File: src/rtl/pci_init32.sv
// rtl/pci_init32.sv - single-data-phase 32-bit PCI bus initiator
module pci_init32 #(
  parameter logic [3:0] CMD_RD     = 4'b0110,
  parameter logic [3:0] CMD_WR     = 4'b0111,
  parameter int         DEVSEL_TMO = 5,
  parameter int         TRDY_TMO   = 16
) (
  input  logic        clk,
  input  logic        rst_,
  input  logic        start,
  input  logic        wr,
  input  logic [31:0] addr,
  input  logic [31:0] wdata,
  input  logic [3:0]  be_,
  output logic        busy,
  output logic        done,
  output logic [1:0]  status,
  output logic [31:0] rdata,
  output logic        req_,
  input  logic        gnt_,
  input  logic [31:0] ad_i,
  output logic [31:0] ad_o,
  output logic        ad_oe,
  output logic [3:0]  cbe_o_,
  input  logic        frame_i_,
  input  logic        irdy_i_,
  output logic        frame_o_,
  output logic        irdy_o_,
  output logic        ctl_oe,
  input  logic        trdy_,
  input  logic        devsel_,
  input  logic        stop_
);

  typedef enum logic [2:0] {
    S_IDLE,
    S_ARB,
    S_ADDR,
    S_DATA,
    S_TURN
  } state_t;

  // cnt is 0 in the address clock and equals the data-clock number during DATA;
  // master abort is taken on the last data clock so done lands DEVSEL_TMO clocks after ADDR.
  localparam logic [4:0] DEVSEL_LAST = 5'(DEVSEL_TMO - 1);
  localparam logic [4:0] TRDY_LAST   = 5'(TRDY_TMO);

  state_t      state, state_n;
  logic        wr_q;
  logic [31:0] addr_q;
  logic [31:0] wdata_q;
  logic [3:0]  be_q;
  logic [4:0]  cnt;
  logic        devsel_seen;
  logic        fin;
  logic        xfer;
  logic [1:0]  fin_status;

  always_comb begin
    state_n    = state;
    req_       = 1'b1;
    frame_o_   = 1'b1;
    irdy_o_    = 1'b1;
    cbe_o_     = 4'hF;
    ad_o       = '0;
    ad_oe      = 1'b0;
    ctl_oe     = 1'b0;
    busy       = 1'b0;
    done       = 1'b0;
    fin        = 1'b0;
    xfer       = 1'b0;
    fin_status = 2'b00;

    case (state)
      S_IDLE: begin
        if (start) state_n = S_ARB;
      end

      S_ARB: begin
        busy = 1'b1;
        req_ = 1'b0;
        if (!gnt_ && frame_i_ && irdy_i_) state_n = S_ADDR;
      end

      S_ADDR: begin
        busy     = 1'b1;
        frame_o_ = 1'b0;
        ctl_oe   = 1'b1;
        ad_oe    = 1'b1;
        ad_o     = addr_q;
        cbe_o_   = wr_q ? CMD_WR : CMD_RD;
        state_n  = S_DATA;
      end

      S_DATA: begin
        busy    = 1'b1;
        irdy_o_ = 1'b0;
        ctl_oe  = 1'b1;
        cbe_o_  = be_q;
        ad_oe   = wr_q;
        ad_o    = wr_q ? wdata_q : '0;
        // Exit conditions in priority order; only one data phase is ever attempted.
        if (!trdy_ && !devsel_) begin
          fin        = 1'b1;
          xfer       = 1'b1;
          fin_status = 2'b00;
        end else if (!stop_ && !devsel_) begin
          fin        = 1'b1;
          fin_status = 2'b10;
        end else if (!stop_ && devsel_ && devsel_seen) begin
          fin        = 1'b1;
          fin_status = 2'b11;
        end else if (!devsel_seen && devsel_ && cnt >= DEVSEL_LAST) begin
          fin        = 1'b1;
          fin_status = 2'b01;
        end else if (cnt >= TRDY_LAST) begin
          fin        = 1'b1;
          fin_status = 2'b11;
        end
        if (fin) state_n = S_TURN;
      end

      S_TURN: begin
        ctl_oe  = 1'b1;
        done    = 1'b1;
        state_n = S_IDLE;
      end

      default: state_n = S_IDLE;
    endcase
  end

  always_ff @(posedge clk) begin
    if (!rst_) begin
      state       <= S_IDLE;
      wr_q        <= 1'b0;
      addr_q      <= '0;
      wdata_q     <= '0;
      be_q        <= 4'hF;
      cnt         <= '0;
      devsel_seen <= 1'b0;
      status      <= 2'b00;
      rdata       <= '0;
    end else begin
      state <= state_n;
      if (state == S_IDLE && start) begin
        wr_q    <= wr;
        addr_q  <= addr;
        wdata_q <= wdata;
        be_q    <= be_;
      end
      if (state_n == S_ADDR) begin
        cnt         <= '0;
        devsel_seen <= 1'b0;
      end else if (cnt != 5'h1F) begin
        cnt <= cnt + 5'd1;
      end
      if (state == S_DATA && !devsel_) devsel_seen <= 1'b1;
      if (fin) status <= fin_status;
      if (xfer && !wr_q) rdata <= ad_i;
    end
  end

endmodule
File: config.mk
export PLATFORM = sky130hd
export DESIGN_NAME = pci_init32
export DESIGN_NICKNAME = d
export VERILOG_FILES = /design/src/rtl/pci_init32.sv
export SDC_FILE = /design/constraint.sdc
export NUM_CORES = 1
export LEC_CHECK = 0
export CAP_MARGIN = 20
export CORE_AREA = 2 2 104 106
export DETAILED_ROUTE_END_ITERATION = 6
export DIE_AREA = 0 0 106 108
export GPL_TIMING_DRIVEN = 0
export PLACE_DENSITY = 0.84
export SLEW_MARGIN = 20
export SYNTH_ARGS = -nofsm -noshare
export SYNTH_HDL_FRONTEND = slang
export SYNTH_SLANG_ARGS = --single-unit
File: constraint.sdc
create_clock -name clk -period 3 [get_ports clk]
set_clock_uncertainty 0.05 [all_clocks]
set_input_delay 0.75 -clock clk [delete_from_list [all_inputs] [get_ports clk]]
set_output_delay 0.75 -clock clk [all_outputs]
set_load 0.005 [all_outputs]
==> results.py, run 1 <==
metrics = {
    "cts": {
        "clock_latency_ps": 350,
        "clockBufferDepth": 2,
        "cts_sinks": 112,
        "cts_tree": "done",
        "ctsHoldBuffers": 0,
        "clk_pin_slew_ps": 100,
        "root_buffer": "clkbuf_8",
        "cts_buffers": 9,
        "cts_max_level": 3,
    },
    "hold_path": {
        "hold_class": "register to register",
        "whs_endpoint": "rdata[6]$_SDFFE_PN0P_",
        "min_path_cells": 2,
        "hold_start": "rdata[6]$_SDFFE_PN0P_",
    },
    "final_layout": {
        "synthToLayoutAreaGrowth_pct": 47.9,
        "final_nets": 871,
        "fin_util_pct": 68.6,
        "drive_above_1_share_pct": 7.22,
        "num_antenna_cells": 0,
    },
    "routing": {
        "viasPerCell": 5.05,
        "drtIter0Drc": 212,
        "drt-pass1-iter-count": 4,
        "wirelength_um": 13800,
        "drc": 0,
        "drt-wirelength-per-cell_um": 15.4,
        "antenna_left": 0,
        "route.vias.total": 4534,
    },
    "setup_path": {
        "end_kind": "output port",
        "crit_chain": "buf_4 > nor2_1 > and2_4 > buf_4 > a22o_1 > clkdlybuf4s50_1",
        "critPathMostFrequentCell": "buf_4",
        "crit_path_top_delay_cell": "clkdlybuf4s50_1",
        "r2r_cells": 8,
        "cp-start-kind": "register",
        "r2r-start": "state[2]$_SDFF_PN0_",
        "critPathMaxStageDelay_ps": 530,
        "crit_required_ps": 2200,
        "arrival_ps": 2110,
        "r2r_slack_ps": 1150,
        "regToRegEndpoint": "rdata[26]$_SDFFE_PN0P_",
        "crit_path_max_fanout": 10,
        "path_class": "register to output port",
        "critPathTopFamily": "buffers and inverters",
        "crit_buf_inv": 3,
    },
    "synth": {
        "synth_common_cells": "nand2_1, dfxtp_1, a21boi_0, a22o_1, a21boi_1",
        "postSynthCellCount": 562,
        "synth-xor-area-share_pct": 0.554,
        "yosysSeqAreaShare_pct": 47.2,
        "synth_fp_nets": 675,
        "ys_ff_latch": 112,
        "synthMuxAreaShare_pct": 0.633,
        "synth_top_family_by_area": "compound AO/OA/AOI/OAI gates",
        "yosys.area.top_type": "dfxtp_1",
        "async_reset_ff_share_pct": 0,
        "syn-cell-area_um2": 4750,
        "ys_warn_count": 0,
        "synthTopCellsByArea": "dfxtp_1, nand2_1, a21boi_0, a22o_1, a21boi_1",
        "synth_edf_count": 0,
        "synth_fa_ha_area_share_pct": 0.791,
        "synth-simple-area-share_pct": 22.3,
        "syn_avg_cell_area_um2": 8.44,
        "synth_flop_cell": "dfxtp_1",
        "yosysMostFrequentCell": "nand2_1",
        "synth_cell_type_count": 38,
        "synth_top_area_share_pct": 47.2,
        "synth_compound_area_share_pct": 23.1,
    },
    "floorplan": {
        "die_y_um": 108,
        "fp.dieW_um": 106,
        "core_region_area_um2": 10200,
        "io_pins": 187,
        "dieArea_um2": 11400,
        "rows": 37,
        "initial_core_util_pct": 46.4,
    },
    "sta": {
        "fmax_mhz": 343,
        "finalMaxSlewViolations": 0,
        "grt_setup_unrepaired": "false",
        "finalHoldViolCount": 0,
        "slew_headroom_pct": 61.5,
        "setup_ws_ps": 88.5,
        "layout_min_cycle_time_ps": 2910,
        "finalSetupViolations": 0,
        "worstMarginPinSlew_ps": 578,
        "fin_crit_sh_pct": 97.0,
    },
    "grt": {
        "grtUsageTotal_pct": 23.6,
        "grt_max_degree": 18,
        "global_route.usage.met3_pct": 3.80,
        "grt_most_used_layer": "met2",
        "grt_util_met2_pct": 42.7,
        "antenna_found_initial": 0,
        "met1_usage_pct": 28.0,
        "overflow": 0,
        "grt_pass1_wl_um": 21400,
        "grt_pass1_vias": 4582,
    },
    "placed_design": {
        "gp_congestion": 0.822,
        "portBuffers": 184,
        "dp_hpwl_um": 10500,
        "dp_slack_ps": -34.1,
    },
    "outcome": {
        "status": "completed",
    },
    "run": {
        "cap_violations": 0,
    },
    "power_and_ir_drop": {
        "vdd_drop_max_uv": 287,
        "power_density_nw_per_um2": 414,
        "leakage_nw": 2.62,
    },
}
## cells by family (layout without fill, tap and decap cells)
logic type	after synthesis	in the layout
buffers and inverters	52	252
XOR/XNOR	3	3
flip-flops	112	112
multiplexers	3	3
AND/OR/NAND/NOR	248	248
AO/OA/AOI/OAI	141	141
adder cells (fa/ha/maj)	3	3
## worst min-delay path, cell delays in order (launching register included)
cell and delay [ps]:
dfxtp_1 320, nand2_1 50, a21boi_1 50
## layout make-up
| cell class | count | area (um^2) |
|---|---|---|
| Inverter | 7 | 26.3 |
| Fill cell | 823 | 3210 |
| Tap cell | 136 | 170 |
| Clock inverter | 5 | 56.3 |
| Multi-Input combinational cell | 398 | 2250 |
| Buffer | 43 | 267 |
| Timing Repair Buffer | 187 | 1860 |
| Sequential cell | 112 | 2240 |
| Clock buffer | 10 | 138 |
## placed cells by master (no fill, tap or decap), types with 2 or more instances in the layout
master           netlist  routed
or2_2                  4       4
a22o_1                32      32
o21ai_0                4       4
mux2i_1                3       3
xor2_1                 2       2
buf_6                  4       6
ha_1                   3       3
clkdlybuf4s50_1        0     184
nor2_1                12      11
clkinv_2               0       2
nor2b_1                3       3
a21boi_1              31      31
and2_1                 3       2
a21boi_0              67      67
or4_1                  3       3
buf_4                  3       9
clkbuf_8               0      10
nand3b_1               2       2
dfxtp_1              112     112
nand3_1                4       4
inv_1                  7       7
clkbuf_1              20      17
a21oi_1                2       2
buf_2                 17      11
nand2_1              208     208
buf_8                  0       2
## power by group
part | internal, mW | switching [mW] | total, mW
Sequential | 1.56 | 0.0381 | 1.59
Combinational | 0.226 | 0.183 | 0.409
Clock | 0.406 | 0.494 | 0.899
Total | 2.19 | 0.715 | 2.90
## how the worst max path moves through the flow
stage / startpoint / endpoint / slack, ps / cells past startpoint
after floorplan: state[0]$_SDFF_PN0_ / ad_o[0] / 870 / 6
after global placement: state[0]$_SDFF_PN0_ / ad_o[30] / -30 / 7
after detailed placement: state[0]$_SDFF_PN0_ / ad_o[30] / -30 / 7
after CTS: state[2]$_SDFF_PN0_ / ad_o[0] / 10 / 6
after global routing: state[0]$_SDFF_PN0_ / ad_o[0] / 20 / 6
final: state[0]$_SDFF_PN0_ / ad_o[0] / 90 / 6
## repair_timing
| item | in CTS | in global routing |
|---|---|---|
| setup endpoints to repair | 34 | 32 |
| setup buffers | 1 | 2 |
| resized for setup | 17 | 4 |
| pin swaps | 1 | 1 |
## stage by stage
step	hold WS (ps)	total power [mW]	area [um^2]	setup TNS [ps]	instances
after detailed placement	396	2.03	6760	-169	882
final	408	2.90	7020	0	898
after global placement	390	2.02	6760	-129	882
after floorplan	383	1.80	4750	0	562
after CTS	409	2.92	7000	0	896
after global routing	436	3.02	7020	0	898
## sequential cells by signal, summed over array words and instances (netlist names)
signal	cells
addr_q	32
be_q	4
cnt	5
devsel_seen	1
rdata	32
state	3
status	2
wdata_q	32
wr_q	1
## layer usage
| metal | vias to the layer above | share of wire [%] |
|---|---|---|
| met1 | 2137 | 43 |
| met2 | 127 | 50 |
| met4 | 0 | 2.4 |
| met5 | - | 0 |
| li1 | 2250 | - |
| met3 | 20 | 4.6 |
No activity file was read; power rests on OpenSTA's default activity.
==> run 2: changes to the inputs <==
--- a/config.mk
+++ b/config.mk
@@ -7,6 +7,7 @@
 export LEC_CHECK = 0
 export CAP_MARGIN = 20
 export CORE_AREA = 2 2 104 106
+export CTS_CLUSTER_DIAMETER = 120
 export DETAILED_ROUTE_END_ITERATION = 6
 export DIE_AREA = 0 0 106 108
 export GPL_TIMING_DRIVEN = 0
==> results of run 2 <==
The final DEF is identical to that of run 1; final timing and power are the same.
